==> src/rtl/alu_rr_sched_pkg.sv <==
// rtl/alu_rr_sched_pkg.sv - shared types and constants for the round-robin ALU scheduler
package alu_rr_sched_pkg;

  localparam int DATA_W = 32;
  localparam int OP_W   = 3;

  typedef enum logic [1:0] {
    S_IDLE = 2'd0,
    S_EXEC = 2'd1,
    S_RESP = 2'd2
  } state_t;

  typedef enum logic [OP_W-1:0] {
    F_AND  = 3'b000,
    F_OR   = 3'b001,
    F_ADD  = 3'b010,
    F_RSVD = 3'b011,
    F_ANDN = 3'b100,
    F_ORN  = 3'b101,
    F_SUB  = 3'b110,
    F_SLT  = 3'b111
  } alu_op_t;

  // Requester index width; a single-bit id is kept even for one requester.
  function automatic int id_width(input int n);
    return (n > 2) ? $clog2(n) : 1;
  endfunction

endpackage

==> src/rtl/alu_rr_sched_if.sv <==
// rtl/alu_rr_sched_if.sv - request/response bundle between issue logic and the scheduler
interface alu_rr_sched_if #(
  parameter int NREQ = 2,
  parameter int ID_W = 1
);
  logic [NREQ-1:0]    req_valid;
  logic [NREQ-1:0]    req_ready;
  logic [NREQ*32-1:0] req_a;
  logic [NREQ*32-1:0] req_b;
  logic [NREQ*3-1:0]  req_f;
  logic               rsp_valid;
  logic               rsp_ready;
  logic [31:0]        rsp_y;
  logic               rsp_zero;
  logic [ID_W-1:0]    rsp_id;

  // Issue side: presents requests, consumes responses.
  modport master (
    output req_valid, req_a, req_b, req_f, rsp_ready,
    input  req_ready, rsp_valid, rsp_y, rsp_zero, rsp_id
  );

  // Scheduler side.
  modport slave (
    input  req_valid, req_a, req_b, req_f, rsp_ready,
    output req_ready, rsp_valid, rsp_y, rsp_zero, rsp_id
  );
endinterface

==> src/rtl/alu.sv <==
// rtl/alu.sv - combinational 32-bit ALU (a, b, f -> y, zero)
module alu
  import alu_rr_sched_pkg::*;
(
  input  logic [DATA_W-1:0] i_a,
  input  logic [DATA_W-1:0] i_b,
  input  logic [OP_W-1:0]   i_f,
  output logic [DATA_W-1:0] o_y,
  output logic              o_zero
);

  // Result select; the reserved code yields zero rather than flagging anything.
  always_comb begin
    o_y = '0;
    case (i_f)
      F_AND:   o_y = i_a & i_b;
      F_OR:    o_y = i_a | i_b;
      F_ADD:   o_y = i_a + i_b;
      F_ANDN:  o_y = i_a & ~i_b;
      F_ORN:   o_y = i_a | ~i_b;
      F_SUB:   o_y = i_a - i_b;
      F_SLT:   o_y = {{(DATA_W-1){1'b0}}, ($signed(i_a) < $signed(i_b))};
      default: o_y = '0;
    endcase
  end

  assign o_zero = (o_y == '0);

endmodule

==> src/rtl/alu_rr_sched_rr_arbiter.sv <==
// rtl/alu_rr_sched_rr_arbiter.sv - round-robin pick of the first request at or after the pointer
module alu_rr_sched_rr_arbiter #(
  parameter int NREQ = 2,
  parameter int ID_W = 1
) (
  input  logic [NREQ-1:0] i_req,
  input  logic [ID_W-1:0] i_ptr,
  output logic [NREQ-1:0] o_grant,
  output logic [ID_W-1:0] o_idx,
  output logic            o_any
);

  logic            w_found;
  logic [31:0]     w_pos;
  logic [NREQ-1:0] w_shift;

  // Walk the requesters from i_ptr upward with wrap; the first valid one wins.
  always_comb begin
    o_grant = '0;
    o_idx   = '0;
    w_found = 1'b0;
    w_pos   = '0;
    w_shift = '0;
    for (int k = 0; k < NREQ; k++) begin
      w_pos   = (32'(i_ptr) + 32'(k)) % 32'(NREQ);
      w_shift = i_req >> w_pos;
      if (!w_found && w_shift[0]) begin
        w_found = 1'b1;
        o_grant = {{(NREQ-1){1'b0}}, 1'b1} << w_pos;
        o_idx   = w_pos[ID_W-1:0];
      end
    end
  end

  assign o_any = w_found;

endmodule

==> src/rtl/alu_rr_sched.sv <==
// rtl/alu_rr_sched.sv - shares one ALU among NREQ requesters with round-robin grant
module alu_rr_sched
  import alu_rr_sched_pkg::*;
#(
  parameter int NREQ  = 2,
  parameter int ID_W  = id_width(NREQ),
  parameter int CNT_W = 16
) (
  input  logic             i_clk,
  input  logic             i_rst_n,
  alu_rr_sched_if.slave    bus,
  output logic             o_busy,
  output logic [CNT_W-1:0] o_op_count
);

  state_t              r_state;
  logic [ID_W-1:0]     r_ptr;
  logic [DATA_W-1:0]   r_a;
  logic [DATA_W-1:0]   r_b;
  logic [OP_W-1:0]     r_f;
  logic [ID_W-1:0]     r_id;
  logic                r_rsp_valid;
  logic [DATA_W-1:0]   r_rsp_y;
  logic                r_rsp_zero;
  logic [ID_W-1:0]     r_rsp_id;
  logic                r_busy;
  logic [CNT_W-1:0]    r_op_count;

  logic [NREQ-1:0]     w_grant;
  logic [ID_W-1:0]     w_gidx;
  logic                w_any;
  logic [ID_W-1:0]     w_ptr_nxt;
  logic [DATA_W-1:0]   w_alu_y;
  logic                w_alu_zero;

  alu_rr_sched_rr_arbiter #(
    .NREQ (NREQ),
    .ID_W (ID_W)
  ) u_arb (
    .i_req   (bus.req_valid),
    .i_ptr   (r_ptr),
    .o_grant (w_grant),
    .o_idx   (w_gidx),
    .o_any   (w_any)
  );

  // The ALU only ever sees the latched operands, never the live request bus.
  alu u_alu (
    .i_a    (r_a),
    .i_b    (r_b),
    .i_f    (r_f),
    .o_y    (w_alu_y),
    .o_zero (w_alu_zero)
  );

  assign w_ptr_nxt = (w_gidx == ID_W'(NREQ - 1)) ? '0 : w_gidx + ID_W'(1);

  // Accept is offered only while idle, so at most one requester sees ready.
  assign bus.req_ready = (r_state == S_IDLE && w_any) ? w_grant : '0;

  assign bus.rsp_valid = r_rsp_valid;
  assign bus.rsp_y     = r_rsp_y;
  assign bus.rsp_zero  = r_rsp_zero;
  assign bus.rsp_id    = r_rsp_id;
  assign o_busy        = r_busy;
  assign o_op_count    = r_op_count;

  // Accept -> execute -> respond; all outputs registered alongside the state.
  always_ff @(posedge i_clk or negedge i_rst_n) begin
    if (!i_rst_n) begin
      r_state     <= S_IDLE;
      r_ptr       <= '0;
      r_a         <= '0;
      r_b         <= '0;
      r_f         <= '0;
      r_id        <= '0;
      r_rsp_valid <= 1'b0;
      r_rsp_y     <= '0;
      r_rsp_zero  <= 1'b0;
      r_rsp_id    <= '0;
      r_busy      <= 1'b0;
      r_op_count  <= '0;
    end else begin
      case (r_state)
        S_IDLE: begin
          if (w_any) begin
            r_a     <= bus.req_a[32*w_gidx +: 32];
            r_b     <= bus.req_b[32*w_gidx +: 32];
            r_f     <= bus.req_f[3*w_gidx +: 3];
            r_id    <= w_gidx;
            r_ptr   <= w_ptr_nxt;
            r_busy  <= 1'b1;
            r_state <= S_EXEC;
          end
        end
        S_EXEC: begin
          r_rsp_y     <= w_alu_y;
          r_rsp_zero  <= w_alu_zero;
          r_rsp_id    <= r_id;
          r_rsp_valid <= 1'b1;
          r_state     <= S_RESP;
        end
        S_RESP: begin
          if (bus.rsp_ready) begin
            r_rsp_valid <= 1'b0;
            r_op_count  <= r_op_count + CNT_W'(1);
            r_busy      <= 1'b0;
            r_state     <= S_IDLE;
          end
        end
        default: begin
          r_rsp_valid <= 1'b0;
          r_busy      <= 1'b0;
          r_state     <= S_IDLE;
        end
      endcase
    end
  end

endmodule

==> src/flat_wrapper.sv <==
// flat-port wrapper written by rule: the top's interface ports become plain ports
module alu_rr_sched_flat import alu_rr_sched_pkg::*;
#(
  parameter int NREQ  = 2,
  parameter int ID_W  = id_width(NREQ),
  parameter int CNT_W = 16
)
  (i_clk, i_rst_n, o_busy, o_op_count, bus_req_valid, bus_req_a, bus_req_b, bus_req_f, bus_rsp_ready, bus_req_ready, bus_rsp_valid, bus_rsp_y, bus_rsp_zero, bus_rsp_id);
  alu_rr_sched_if #(.NREQ(NREQ), .ID_W(ID_W)) bus_i ();
  input  logic i_clk;
  input  logic i_rst_n;
  output logic o_busy;
  output logic [CNT_W-1:0] o_op_count;
  input wire logic [$bits(bus_i.req_valid)-1:0] bus_req_valid;
  input wire logic [$bits(bus_i.req_a)-1:0] bus_req_a;
  input wire logic [$bits(bus_i.req_b)-1:0] bus_req_b;
  input wire logic [$bits(bus_i.req_f)-1:0] bus_req_f;
  input wire logic [$bits(bus_i.rsp_ready)-1:0] bus_rsp_ready;
  output wire logic [$bits(bus_i.req_ready)-1:0] bus_req_ready;
  output wire logic [$bits(bus_i.rsp_valid)-1:0] bus_rsp_valid;
  output wire logic [$bits(bus_i.rsp_y)-1:0] bus_rsp_y;
  output wire logic [$bits(bus_i.rsp_zero)-1:0] bus_rsp_zero;
  output wire logic [$bits(bus_i.rsp_id)-1:0] bus_rsp_id;
  assign bus_i.req_valid = bus_req_valid;
  assign bus_i.req_a = bus_req_a;
  assign bus_i.req_b = bus_req_b;
  assign bus_i.req_f = bus_req_f;
  assign bus_i.rsp_ready = bus_rsp_ready;
  assign bus_req_ready = bus_i.req_ready;
  assign bus_rsp_valid = bus_i.rsp_valid;
  assign bus_rsp_y = bus_i.rsp_y;
  assign bus_rsp_zero = bus_i.rsp_zero;
  assign bus_rsp_id = bus_i.rsp_id;
  alu_rr_sched #(.NREQ(NREQ), .ID_W(ID_W), .CNT_W(CNT_W)) u_core (.i_clk(i_clk), .i_rst_n(i_rst_n), .bus(bus_i), .o_busy(o_busy), .o_op_count(o_op_count));
endmodule
==> config.mk <==
export PLATFORM = sky130hd
export DESIGN_NAME = alu_rr_sched_flat
export DESIGN_NICKNAME = d
export VERILOG_FILES = /design/src/rtl/alu_rr_sched_pkg.sv /design/src/rtl/alu_rr_sched_if.sv /design/src/rtl/alu.sv /design/src/rtl/alu_rr_sched_rr_arbiter.sv /design/src/rtl/alu_rr_sched.sv /design/src/flat_wrapper.sv
export SDC_FILE = /design/constraint.sdc
export NUM_CORES = 1
export LEC_CHECK = 0
export ABC_AREA = 1
export CAP_MARGIN = 15
export CORE_ASPECT_RATIO = 1.2
export CORE_MARGIN = 2
export CORE_UTILIZATION = 59
export DETAILED_ROUTE_END_ITERATION = 6
export GPL_ROUTABILITY_DRIVEN = 1
export PLACE_DENSITY = 0.86
export SETUP_SLACK_MARGIN = 0.2
export SYNTH_ARGS = -nofsm -noshare
export SYNTH_HDL_FRONTEND = slang
export SYNTH_SLANG_ARGS = --single-unit
==> constraint.sdc <==
create_clock -name i_clk -period 7.1 [get_ports i_clk]
set_input_delay 1.065 -clock i_clk [delete_from_list [all_inputs] [get_ports i_clk]]
set_output_delay 1.065 -clock i_clk [all_outputs]
set_load 0.01 [all_outputs]
# Yosys cells after proc, flatten, opt, wreduce, memory -nomap -nowiden
# Cells that the tools add are included.
# totals
reg_bits	123
inputBits	139
out_inout_bits	54
# op_classes
add_sub_neg	5
multipliers	1
n_lt_le_gt_ge	1
eq_ne	10
shift	7
muxes	16
n_bitwise	7
reduce_logical	11
# ops
cell	n
case mux 32 bit (7 select lines)	1
variable part select 64 x 7 -> 32 bit	2
AND 32 bit	2
bitwise OR 32 bit	2
adder 32 bit	1
logical NOT 32 bit	1
< comparator 32 bit	1
inverter 32 bit	1
subtractor 32 bit	1
adder 16 x 1 -> 16 bit, second input constant	1
== test 3 bit, second input constant	4
2-to-1 mux 2 bit	5
AND reduction 2 bit	4
2-to-1 mux 1 bit	7
case mux 1 bit (3 select lines)	2
case mux 2 bit (3 select lines)	1
variable part select 6 x 4 -> 3 bit	1
left shift 1 x 1 -> 2 bit, first input constant	2
right shift 2 x 1 -> 1 bit	2
== test 3 x 1 -> 1 bit, second input constant	1
== test 3 x 2 -> 1 bit, second input constant	1
logical NOT 3 bit	1
multiplier 2 x 1 -> 3 bit, first input constant	1
AND reduction 3 bit	1
other kinds (9)	12

# Depth between registers and ports, before layout
# Gate-level depths: netlist (run 1).
# depth
word_depth	7
ltp_mapped	22

# Modules after synthesis
# Synthesis (run 1) repeated with hierarchy kept, for this count alone.
# hier_totals
cells_unflattened	2037
hier_area_um2	11761.3
# by_module_without_submodules
module	n_inst	cells_per_inst	area_per_inst_um2
alu	1	1392	6473.7
alu_rr_sched	1	638	5253.8
alu_rr_sched_rr_arbiter	1	7	33.8

# Worst setup path before layout (run 1)
# OpenSTA, ideal clock, no wires.
# synth_path
path_kind	input to output
startpoint	input bus_rsp_ready
endpoint	output bus_req_ready[0]
arrival_time_ns	2.082
required_time_ns	6.035
slack_ns	3.953
cell_stages	7
n_path_buf	1
path_cell_list	nor3_1 > or2_1 > a41o_1 > nor2_4 > inv_2 > nor2_4 > buf_2
# synth_lines
element	line_no	rtl
start, declared	flat_wrapper.sv:18	input wire logic [$bits(bus_i.rsp_ready)-1:0] bus_rsp_ready;
end, declared	flat_wrapper.sv:19	output wire logic [$bits(bus_i.req_ready)-1:0] bus_req_ready;

==> metrics.log, run 1 <==
[metrics] antenna violations before repair: 1
[metrics] Worst Path Arrival: 3.84 ns
[metrics] Total Routed Length: 40500 um
[metrics] Vert. Die Dim: 156 um
[metrics] path type of the worst setup path: in2out
[metrics] via count of the first global-routing pass: 12200
[metrics] Worst Hold Class: reg2reg
[metrics] TritonCTS buffer count: 17
[metrics] num rows: 55
[metrics] clock period minus final worst setup slack: 4.91 ns
[metrics] overall track demand over capacity in global routing: 40.0%
[metrics] dominant cells by area after synthesis: sky130_fd_sc_hd__dfrtp_1, sky130_fd_sc_hd__nand2_1, sky130_fd_sc_hd__inv_1
[metrics] sink count of the clock tree: 123
[metrics] number of resized instances in the post-cts repair step: 0
[metrics] synth cell count leaders: sky130_fd_sc_hd__nand2_1, sky130_fd_sc_hd__inv_1, sky130_fd_sc_hd__nor2_1, sky130_fd_sc_hd__nand3_1
[metrics] count of H-tree levels built during CTS: 4
[metrics] crit-path cells: clkdlybuf4s50_1 > nor3_1 > or2_1 > a41o_1 > nor2_4 > buf_4 > inv_2 > nor2_4 > clkdlybuf4s50_1
[metrics] Remaining DRCs: 0
[metrics] FF+latch count, synth: 123
[metrics] setup TNS after final layout: 0 ns
[metrics] residual antenna-violating net count after detailed routing: 0
[metrics] Yosys top cell by area: sky130_fd_sc_hd__dfrtp_1
[metrics] initial cell density of the core: 60.0%
[metrics] combined area of the multi-input logic cells: 6700 um2
[metrics] Starting DRT DRC Count: 1457
[metrics] Buffers & Inverters on Critical Path: 4
[metrics] number of buffers added to fix hold violations after cts: 0
[metrics] part of the Yosys area used for sequential elements: 27.2%
[metrics] CP startpoint kind: primary input
[metrics] final setup violation count: 0
[metrics] max-slew violation total from the final report: 0
[metrics] Clock Path Buffers: 2
[metrics] count of flip-flops with a built-in enable after synthesis: 0
[metrics] total of buffers placed on input and output ports: 192
[metrics] highest clock frequency the design can meet: 0.204 GHz
[metrics] number of filler instances in the final layout: 1534
[metrics] Yosys top cell area share: 27.2%
[metrics] vias post-DR: 13100
[metrics] setup repair bufs after CTS: 0
[metrics] sort of element at the end of the critical path: output port
[metrics] later-pin clock latency in the skew report: 0.44 ns
[metrics] worst-path cell with the longest stage delay: sky130_fd_sc_hd__clkdlybuf4s50_1
[metrics] Yosys Warn Count: 0
[metrics] synthesized netlist cell count: 1836
[metrics] required time at the worst-slack endpoint: 6.03 ns
[metrics] number of ports placed on the die boundary: 193
[metrics] footprint of the flip-flops and latches: 3080 um2
[metrics] clock skew: 0.0154 ns
[metrics] portion of the clock cycle consumed by the worst path in the final layout: 69.1%
[metrics] kind of cell adding the most delay to the critical path: buffers and inverters
[metrics] endpoints failing hold: 0
[metrics] biggest fanout along the worst timing path: 63
[metrics] number of placed instances, taps included: 2219
[metrics] post-DR wirelength/cell: 18.0 um
[metrics] sum of net half-perimeters after detailed placement: 31600 um
[metrics] share of layout cells above drive strength 1: 3.26%
[metrics] routability congestion estimate: 1.05
[metrics] per-cell via count in the routed design: 5.83
[metrics] Async SR Flop Fraction: 100%
[metrics] worst-case headroom to the max-slew limit: 32.1%
[metrics] largest net degree at the start of global routing: 69
[metrics] final-stage net count: 2187
[metrics] delay of the slowest cell on the worst path: 0.55 ns
[metrics] setup repair after global routing missed its margin: no
[metrics] syn nets: 2041
[metrics] number of violations of the max-capacitance limit: 0
[metrics] outcome: finished, final reports clean
[metrics] predominant post-synthesis flop cell: sky130_fd_sc_hd__dfrtp_1
[metrics] summed instance area of the synthesized netlist: 11300 um2
[metrics] number of distinct library cells after synthesis: 39
[metrics] die area: 20300 um2
[metrics] CTS clock-pin slew for the worst setup and hold paths: 0.06 ns
[metrics] Finished Layout Cells: 2252
[metrics] Congestion Overflow GR: 0
[metrics] number of detailed-routing iterations run before antenna repair: 6
[metrics] leading cell type by number of instances after synthesis: sky130_fd_sc_hd__nand2_1
[metrics] clock tree from TritonCTS: done
[metrics] Area growth syn-to-layout: 21.8%
[metrics] wire length of the first global-routing pass: 62900 um
[metrics] post-synthesis area per instance: 6.16 um2
[metrics] transition time at the pin with the least slew margin: 1.02 ns
[metrics] DIE WIDTH: 130 um
[metrics] clock tree root buffer cell: sky130_fd_sc_hd__clkbuf_16
[metrics] final cell utilization of the core: 73.1%
[metrics] area inside the core boundary: 18900 um2
## worst register-to-register path, stage by stage, from the launching register on
cell                      delay [ns]
sky130_fd_sc_hd__dfrtp_1        1.01
sky130_fd_sc_hd__inv_2          0.29
sky130_fd_sc_hd__nand2_1        0.83
sky130_fd_sc_hd__inv_2          0.52
sky130_fd_sc_hd__a21oi_1        0.37
sky130_fd_sc_hd__nand2_1        0.13
sky130_fd_sc_hd__nor2_1         0.19
sky130_fd_sc_hd__nand2_1        0.08
sky130_fd_sc_hd__nor2_1         0.10
sky130_fd_sc_hd__nand3_1        0.09
sky130_fd_sc_hd__nor2_1         0.15
sky130_fd_sc_hd__nand2_1        0.06
sky130_fd_sc_hd__nor2_1         0.08
sky130_fd_sc_hd__nand3_1        0.07
sky130_fd_sc_hd__nand2_1        0.06
## metrics by stage
| stage | hold slack [ns] | instance area [um2] | worst slack [ns] |
|---|---|---|---|
| after floorplan | 0.487 | 11300 | 3.95 |
| after global placement | 0.462 | 13200 | 2.36 |
| after CTS | 0.480 | 13800 | 2.28 |
| after detailed placement | 0.465 | 13200 | 2.30 |
| final | 0.481 | 13800 | 2.19 |
| after global routing | 0.495 | 13800 | 2.12 |
## kinds of logic (layout without fill, tap and decap cells)
family | after synthesis | count (layout) | share of synthesized area (%)
simple gates | 943 | 943 | 33.7
buf+inv | 384 | 543 | 13.7
compound gates | 298 | 298 | 16.3
flops | 123 | 123 | 27.2
fa+ha+maj | 66 | 66 | 7.43
xor+xnor | 21 | 21 | 1.63
mux | 1 | 1 | 0.0995
other cells | 0 | 1 | 0
## flip-flops by register name (all words and copies together) (netlist names)
| name | cells |
|---|---|
| u_core.o_busy | 1 |
| u_core.o_op_count | 16 |
| u_core.r_a | 32 |
| u_core.r_ptr | 1 |
| u_core.r_f | 3 |
| u_core.r_id | 1 |
| u_core.bus.rsp_y | 32 |
| u_core.r_state | 2 |
| u_core.r_b | 32 |
| u_core.bus.rsp_valid | 1 |
| u_core.bus.rsp_id | 1 |
| u_core.bus.rsp_zero | 1 |
## final cells by class
cell class | instances | area share (%)
Clock buffer | 17 | 3.09
Clock inverter | 15 | 0.835
Tap cell | 256 | 2.32
Sequential cell | 123 | 22.3
Antenna cell | 1 | 0.0182
Inverter | 312 | 8.50
Timing Repair Buffer | 199 | 14.3
Multi-Input combinational cell | 1329 | 48.6
## layout by cell type, fill, tap and decap left out, types with 8 or more instances in the layout
cell type | synthesis | final
sky130_fd_sc_hd__nand2_1 | 606 | 606
sky130_fd_sc_hd__inv_1 | 306 | 306
sky130_fd_sc_hd__clkdlybuf4s50_1 | 0 | 191
sky130_fd_sc_hd__nor2_1 | 154 | 153
sky130_fd_sc_hd__nand3_1 | 143 | 143
sky130_fd_sc_hd__o21ai_0 | 123 | 123
sky130_fd_sc_hd__dfrtp_1 | 123 | 123
sky130_fd_sc_hd__ha_1 | 64 | 64
sky130_fd_sc_hd__a21oi_1 | 58 | 58
sky130_fd_sc_hd__a22oi_1 | 57 | 57
sky130_fd_sc_hd__a32oi_1 | 23 | 23
sky130_fd_sc_hd__nor3_1 | 17 | 17
sky130_fd_sc_hd__clkbuf_16 | 0 | 17
sky130_fd_sc_hd__nand4_1 | 12 | 12
sky130_fd_sc_hd__xor2_1 | 11 | 11
sky130_fd_sc_hd__o21bai_1 | 10 | 10
sky130_fd_sc_hd__xnor2_1 | 10 | 10
sky130_fd_sc_hd__o21ai_1 | 10 | 10
sky130_fd_sc_hd__a22oi_2 | 10 | 10
sky130_fd_sc_hd__buf_4 | 9 | 8
## layer usage
layer | track usage (%) | share of wire (%) | vias to the layer above
li1 | - | - | 6116
met1 | 53.0 | 40 | 6080
met2 | 65.0 | 46 | 832
met3 | 7.99 | 11 | 107
met4 | 13.8 | 3.3 | 0
met5 | 0 | 0 | -
## path summary, 6_finish.rpt
kind	from	to	slack, ns	depth (start not counted)
worst max-delay path	bus_rsp_ready	bus_req_ready[0]	2.19	9
worst min-delay path	u_core.bus.rsp_zero$_DFFE_PN0P_	u_core.bus.rsp_zero$_DFFE_PN0P_	0.48	2
worst max register to register	u_core.r_f[1]$_DFFE_PN0P_	u_core.bus.rsp_zero$_DFFE_PN0P_	3.00	14
worst min register to register	u_core.bus.rsp_zero$_DFFE_PN0P_	u_core.bus.rsp_zero$_DFFE_PN0P_	0.48	2
max in group asynchronous	i_rst_n	u_core.r_b[25]$_DFFE_PN0P_	5.09	2
min in group asynchronous	i_rst_n	u_core.bus.rsp_y[2]$_DFFE_PN0P_	0.69	1
Power of run 1 is left out: the tool's default activity adds up to more than one toggle a clock period on the data nets, which glitch-free logic cannot reach.
==> inputs of run 2 (changes only) <==
--- a/config.mk
+++ b/config.mk
@@ -9,10 +9,10 @@
 export CAP_MARGIN = 15
 export CORE_ASPECT_RATIO = 1.2
 export CORE_MARGIN = 2
-export CORE_UTILIZATION = 59
+export CORE_UTILIZATION = 55
 export DETAILED_ROUTE_END_ITERATION = 6
 export GPL_ROUTABILITY_DRIVEN = 1
-export PLACE_DENSITY = 0.86
+export PLACE_DENSITY = 0.8
 export SETUP_SLACK_MARGIN = 0.2
 export SYNTH_ARGS = -nofsm -noshare
 export SYNTH_HDL_FRONTEND = slang
==> constraint.sdc (replaced) <==
create_clock -name i_clk -period 4.7 [get_ports i_clk]
set_input_delay 0.705 -clock i_clk [delete_from_list [all_inputs] [get_ports i_clk]]
set_output_delay 0.705 -clock i_clk [all_outputs]
set_load 0.01 [all_outputs]
==> run 2 against run 1 <==
  * First-iteration DRC count decreased by 3.9%
  * Clock skew decreased by 0.0017 ns
  * Critical path depth shrank 1
  * Cell count up 0.62%
  * Flip-flop and latch count is the same
  * Global-route usage decreased by 2.7 points
  * Routed wire length is 0.83% lower
  * Die area grew 7.1%
  * Cell area increased by 0.74%
  * Sequential share of layout area is 0.16 points lower
==> metrics.log, run 2 (synthesis results as in run 1) <==
[metrics] outcome: finished, final reports clean
[metrics] routability congestion estimate: 0.993
[metrics] leading cell type in the layout, fill and taps excluded: sky130_fd_sc_hd__nand2_1
[metrics] path type of the worst setup path: in2out
[metrics] Congestion Overflow GR: 0
[metrics] clock skew: 0.0137 ns
[metrics] sum of net half-perimeters after detailed placement: 31500 um
[metrics] count of H-tree levels built during CTS: 4
[metrics] worst-case reg-to-reg path depth: 20
[metrics] initial cell density of the core: 55.9%
[metrics] residual antenna-violating net count after detailed routing: 0
[metrics] number of detailed-routing iterations run before antenna repair: 6
[metrics] number of buffers added to fix hold violations after cts: 0
[metrics] sink count of the clock tree: 123
[metrics] per-cell via count in the routed design: 5.68
[metrics] portion of the clock cycle consumed by the worst path in the final layout: 73.3%
[metrics] final setup violation count: 0
[metrics] DIE WIDTH: 135 um
[metrics] Worst Hold Class: in2async
[metrics] biggest fanout along the worst timing path: 11
[metrics] final worst slack: 1.25 ns
[metrics] via count of the first global-routing pass: 12300
[metrics] num rows: 57
[metrics] number of ports placed on the die boundary: 193
[metrics] wire length of the first global-routing pass: 63400 um
[metrics] Area growth syn-to-layout: 22.7%
[metrics] clock period minus final worst setup slack: 3.45 ns
[metrics] Total Routed Length: 40200 um
[metrics] number of filler instances in the final layout: 1729
[metrics] Starting DRT DRC Count: 1400
[metrics] vias post-DR: 12900
[metrics] number of violations of the max-capacitance limit: 0
[metrics] number of placed instances, taps included: 2234
[metrics] Clock Path Buffers: 2
[metrics] final antenna diode count: 0
[metrics] Remaining DRCs: 0
[metrics] clock tree from TritonCTS: done
[metrics] endpoints failing hold: 0
[metrics] required time at the worst-slack endpoint: 3.99 ns
[metrics] sort of element at the end of the critical path: output port
[metrics] clock tree root buffer cell: sky130_fd_sc_hd__clkbuf_16
[metrics] max-slew violation total from the final report: 0
[metrics] total of buffers placed on input and output ports: 192
[metrics] Worst Path Arrival: 2.74 ns
[metrics] setup repair bufs after CTS: 0
[metrics] transition time at the pin with the least slew margin: 0.729 ns
[metrics] antenna violations before repair: 1
[metrics] area of placed instances: 13300 um2
[metrics] highest clock frequency the design can meet: 0.290 GHz
[metrics] CTS clock-pin slew for the worst setup and hold paths: 0.07 ns
[metrics] TritonCTS buffer count: 17
[metrics] share of layout cells above drive strength 1: 3.55%
[metrics] Final Instance Area: 13900 um2
[metrics] die area: 21700 um2
[metrics] later-pin clock latency in the skew report: 0.43 ns
[metrics] largest net degree at the start of global routing: 69
[metrics] commonest cells after routing, fill and taps aside: sky130_fd_sc_hd__nand2_1, sky130_fd_sc_hd__inv_1, sky130_fd_sc_hd__clkdlybuf4s50_1, sky130_fd_sc_hd__nor2_1, sky130_fd_sc_hd__nand3_1
[metrics] post-DR wirelength/cell: 17.7 um
[metrics] Finished Layout Cells: 2266
[metrics] overall track demand over capacity in global routing: 37.3%
[metrics] Vert. Die Dim: 161 um
[metrics] Reg2Reg Setup Slack: 1.40 ns
[metrics] setup TNS after final layout: 0 ns
[metrics] final-stage net count: 2193
[metrics] r2r endpoint: u_core.bus.rsp_zero$_DFFE_PN0P_
[metrics] CP startpoint kind: primary input
[metrics] worst-case headroom to the max-slew limit: 51.4%
[metrics] number of resized instances in the post-cts repair step: 0
[metrics] area inside the core boundary: 20300 um2
[metrics] placement-stage worst setup slack: 1.26 ns
[metrics] Critical R2R Launch: u_core.r_a[0]$_DFFE_PN0P_
[metrics] combined area of the multi-input logic cells: 6700 um2
[metrics] footprint of the flip-flops and latches: 3080 um2
[metrics] setup repair after global routing missed its margin: no
## run 2: cell types whose count changed in the layout (fill, tap and decap cells not counted)
| cell | before | now |
|---|---|---|
| sky130_fd_sc_hd__clkinv_4 | 2 | 3 |
| sky130_fd_sc_hd__diode_2 | 1 | 0 |
| sky130_fd_sc_hd__buf_4 | 8 | 14 |
| sky130_fd_sc_hd__bufinv_16 | 0 | 2 |
| sky130_fd_sc_hd__clkinvlp_4 | 4 | 3 |
| sky130_fd_sc_hd__inv_6 | 6 | 5 |
| sky130_fd_sc_hd__clkinv_2 | 3 | 2 |
## run 2: layout make-up
class / count / share of cell area, %
clock buffer: 17 / 3.06
clock inverter: 15 / 1.17
multi-input combinational: 1329 / 48.2
timing repair buffer: 205 / 14.5
tap: 265 / 2.39
sequential: 123 / 22.2
inverter: 312 / 8.44
## run 2: worst max path at each step
stage / from / cells past startpoint / slack [ns] / to
4_1_cts: bus_rsp_ready / 8 / 1.25 / bus_req_ready[0]
2_1_floorplan: bus_rsp_ready / 7 / 2.27 / bus_req_ready[0]
3_5_place_dp: bus_rsp_ready / 8 / 1.26 / bus_req_ready[0]
3_3_place_gp: bus_rsp_ready / 8 / 1.27 / bus_req_ready[0]
5_1_grt: u_core.r_a[0]$_DFFE_PN0P_ / 20 / 1.16 / u_core.bus.rsp_zero$_DFFE_PN0P_
6_report: bus_rsp_ready / 8 / 1.25 / bus_req_ready[0]
## run 2: critical path, stage by stage
cell and delay (ns):
sky130_fd_sc_hd__clkdlybuf4s50_1 0.49, sky130_fd_sc_hd__nor3_1 0.07, sky130_fd_sc_hd__or2_1 0.31, sky130_fd_sc_hd__a41o_1 0.29
sky130_fd_sc_hd__nor2_4 0.11, sky130_fd_sc_hd__inv_2 0.11, sky130_fd_sc_hd__nor2_4 0.10, sky130_fd_sc_hd__clkdlybuf4s50_1 0.54
## run 2: through the flow
stage / utilization [%] / hold slack, ns
2_1_floorplan: - / 0.409
3_3_place_gp: 65.6 / 0.463
3_5_place_dp: 65.6 / 0.471
4_1_cts: 68.5 / 0.151
5_1_grt: 68.5 / 0.158
6_report: 68.5 / 0.144
## run 2: per-layer routing
metal	share of wire, %	global-route usage, %	vias up	wire length, um
met3	8.8	4.74	80	3540
met2	46	61.5	704	18500
met4	3.3	14.1	2	1320
met1	42	49.9	5938	16800
li1	-	-	6139	-
met5	0.027	0	-	11
Power of run 2 is left out for the same reason.
==> inputs of run 3 (changes only) <==
--- a/config.mk
+++ b/config.mk
@@ -9,10 +9,10 @@
 export CAP_MARGIN = 15
 export CORE_ASPECT_RATIO = 1.2
 export CORE_MARGIN = 2
-export CORE_UTILIZATION = 55
+export CORE_UTILIZATION = 50
 export DETAILED_ROUTE_END_ITERATION = 6
 export GPL_ROUTABILITY_DRIVEN = 1
-export PLACE_DENSITY = 0.8
+export PLACE_DENSITY = 0.77
 export SETUP_SLACK_MARGIN = 0.2
 export SYNTH_ARGS = -nofsm -noshare
 export SYNTH_HDL_FRONTEND = slang
==> constraint.sdc (replaced) <==
create_clock -name i_clk -period 2.8 [get_ports i_clk]
set_input_delay 0.42 -clock i_clk [delete_from_list [all_inputs] [get_ports i_clk]]
set_output_delay 0.42 -clock i_clk [all_outputs]
set_load 0.01 [all_outputs]
==> run 3 against run 2 <==
  * Critical path depth grew 10
  * Clock skew grew 0.0034 ns
  * Critical endpoint is now u_core.bus.rsp_zero$_DFFE_PN0P_
  * First-iteration DRC count shrank 1.5%
  * Die area grew 9.7%
  * Non-clock buffer count grew 75
  * Via count grew 2.5%
==> metrics.log, run 3 (synthesis results as in run 1) <==
[metrics] outcome: finished, final reports clean
[metrics] Area growth syn-to-layout: 31.6%
[metrics] final setup violation count: 0
[metrics] required time at the worst-slack endpoint: 3.17 ns
[metrics] Worst Hold Class: in2async
[metrics] number of placed instances, taps included: 2313
[metrics] Buffers & Inverters on Critical Path: 3
[metrics] leading cell type in the layout, fill and taps excluded: sky130_fd_sc_hd__nand2_1
[metrics] commonest cells after routing, fill and taps aside: sky130_fd_sc_hd__nand2_1, sky130_fd_sc_hd__inv_1, sky130_fd_sc_hd__clkdlybuf4s50_1, sky130_fd_sc_hd__nand3_1, sky130_fd_sc_hd__nor2_1
[metrics] post-DR wirelength/cell: 18.0 um
[metrics] area of placed instances: 13800 um2
[metrics] biggest fanout along the worst timing path: 7
[metrics] Vert. Die Dim: 169 um
[metrics] area inside the core boundary: 22300 um2
[metrics] Total Routed Length: 42400 um
[metrics] count of H-tree levels built during CTS: 4
[metrics] CTS clock-pin slew for the worst setup and hold paths: 0.07 ns
[metrics] max-slew violation total from the final report: 0
[metrics] worst-case headroom to the max-slew limit: 50.3%
[metrics] clock tree from TritonCTS: done
[metrics] endpoints failing hold: 0
[metrics] portion of the clock cycle consumed by the worst path in the final layout: 98.2%
[metrics] final-stage net count: 2268
[metrics] Congestion Overflow GR: 0
[metrics] Remaining DRCs: 0
[metrics] number of violations of the max-capacitance limit: 0
[metrics] kind of cell adding the most delay to the critical path: simple AND/OR/NAND/NOR gates
[metrics] largest net degree at the start of global routing: 69
[metrics] worst-case reg-to-reg path depth: 18
[metrics] die area: 23900 um2
[metrics] transition time at the pin with the least slew margin: 0.746 ns
[metrics] highest clock frequency the design can meet: 0.364 GHz
[metrics] number of ports placed on the die boundary: 193
[metrics] vias post-DR: 13200
[metrics] number of buffers added to fix hold violations after cts: 0
[metrics] path type of the worst setup path: reg2reg
[metrics] Starting DRT DRC Count: 1379
[metrics] Final Instance Area: 14900 um2
[metrics] Finished Layout Cells: 2355
[metrics] routability congestion estimate: 0.977
[metrics] share of layout cells above drive strength 1: 11.4%
[metrics] clock tree root buffer cell: sky130_fd_sc_hd__clkbuf_16
[metrics] number of detailed-routing iterations run before antenna repair: 6
[metrics] DIE WIDTH: 141 um
[metrics] CP startpoint kind: flop
[metrics] Critical R2R Launch: u_core.r_b[7]$_DFFE_PN0P_
[metrics] per-cell via count in the routed design: 5.60
[metrics] wire length of the first global-routing pass: 65000 um
[metrics] sink count of the clock tree: 123
[metrics] Worst Path Arrival: 3.12 ns
[metrics] sum of net half-perimeters after detailed placement: 33100 um
[metrics] Final Hold Slack: 0.0245 ns
[metrics] clock skew: 0.0172 ns
[metrics] number of filler instances in the final layout: 2033
[metrics] most numerous cell on the critical path: sky130_fd_sc_hd__nand2_1
[metrics] initial cell density of the core: 50.8%
[metrics] later-pin clock latency in the skew report: 0.44 ns
[metrics] r2r endpoint: u_core.bus.rsp_zero$_DFFE_PN0P_
[metrics] Clock Path Buffers: 2
[metrics] antenna violations before repair: 0
[metrics] TritonCTS buffer count: 17
[metrics] crit-path cells: inv_1 > ha_2 > nor2_1 > nand2_1 > buf_4 > inv_1 > nand2_1 > nand2_1 > nand2_1 > nand3_1 > nand3_1 > nor2_1 > nand3_2 > nor2_4 > nand2_1 > nor2_1 > nand3_1 > nand2_1
[metrics] clock period minus final worst setup slack: 2.75 ns
[metrics] Reg2Reg Setup Slack: 0.05 ns
[metrics] via count of the first global-routing pass: 12400
[metrics] sort of element at the end of the critical path: flop
[metrics] setup repair after global routing missed its margin: yes
[metrics] total of buffers placed on input and output ports: 192
[metrics] num rows: 60
[metrics] residual antenna-violating net count after detailed routing: 0
[metrics] worst-path cell with the longest stage delay: sky130_fd_sc_hd__dfrtp_1
[metrics] delay of the slowest cell on the worst path: 0.41 ns
[metrics] final antenna diode count: 0
[metrics] overall track demand over capacity in global routing: 34.8%
[run 3: routing by layer]
metal	global-route usage [%]	vias to the layer above	wire (um)
met5	0	-	0
met4	10.1	0	1130
met3	4.10	74	3660
met2	54.3	706	18800
met1	50.7	6123	18800
li1	-	6284	-
[run 3: area by class of cell]
type	count	area, um2	share of cell area, %
Clock inverter	14	113	0.756
Multi-Input combinational cell	1329	7120	47.8
Timing Repair Buffer	280	2620	17.6
Tap cell	279	349	2.34
Sequential cell	123	3080	20.7
Clock buffer	18	439	2.95
Inverter	312	1170	7.87
[run 3: worst max-delay path by stage]
stage                                         start                              end  slack (ns)  depth (start not counted)
after detailed placement  u_core.r_a[0]$_DFFE_PN0P_  u_core.bus.rsp_zero$_DFFE_PN0P_        -0.1                         20
after floorplan           u_core.r_b[0]$_DFFE_PN0P_  u_core.bus.rsp_zero$_DFFE_PN0P_        0.47                         19
after CTS                 u_core.r_a[0]$_DFFE_PN0P_  u_core.bus.rsp_zero$_DFFE_PN0P_        0.04                         21
after global routing      u_core.r_b[7]$_DFFE_PN0P_  u_core.bus.rsp_zero$_DFFE_PN0P_        -0.1                         18
final                     u_core.r_b[7]$_DFFE_PN0P_  u_core.bus.rsp_zero$_DFFE_PN0P_        0.05                         18
after global placement    u_core.r_b[0]$_DFFE_PN0P_  u_core.bus.rsp_zero$_DFFE_PN0P_       -0.03                         20
[run 3: through the flow]
stage | utilization (%) | setup slack [ns] | TNS (ns)
after floorplan | - | 0.466 | 0
after global placement | 62.1 | -0.0342 | -0.0549
after detailed placement | 62.1 | -0.0967 | -0.131
after CTS | 64.8 | 0.0430 | 0
after global routing | 66.8 | -0.0957 | -0.0957
final | 66.8 | 0.0504 | 0
[run 3: timing repair]
item,4_1_cts,5_1_grt
resized for setup,19,91
setup buffers,0,10
endpoints found under the hold margin,0,0
pin swaps,1,12
setup endpoints to repair,8,22
Power of run 3 is left out for the same reason.
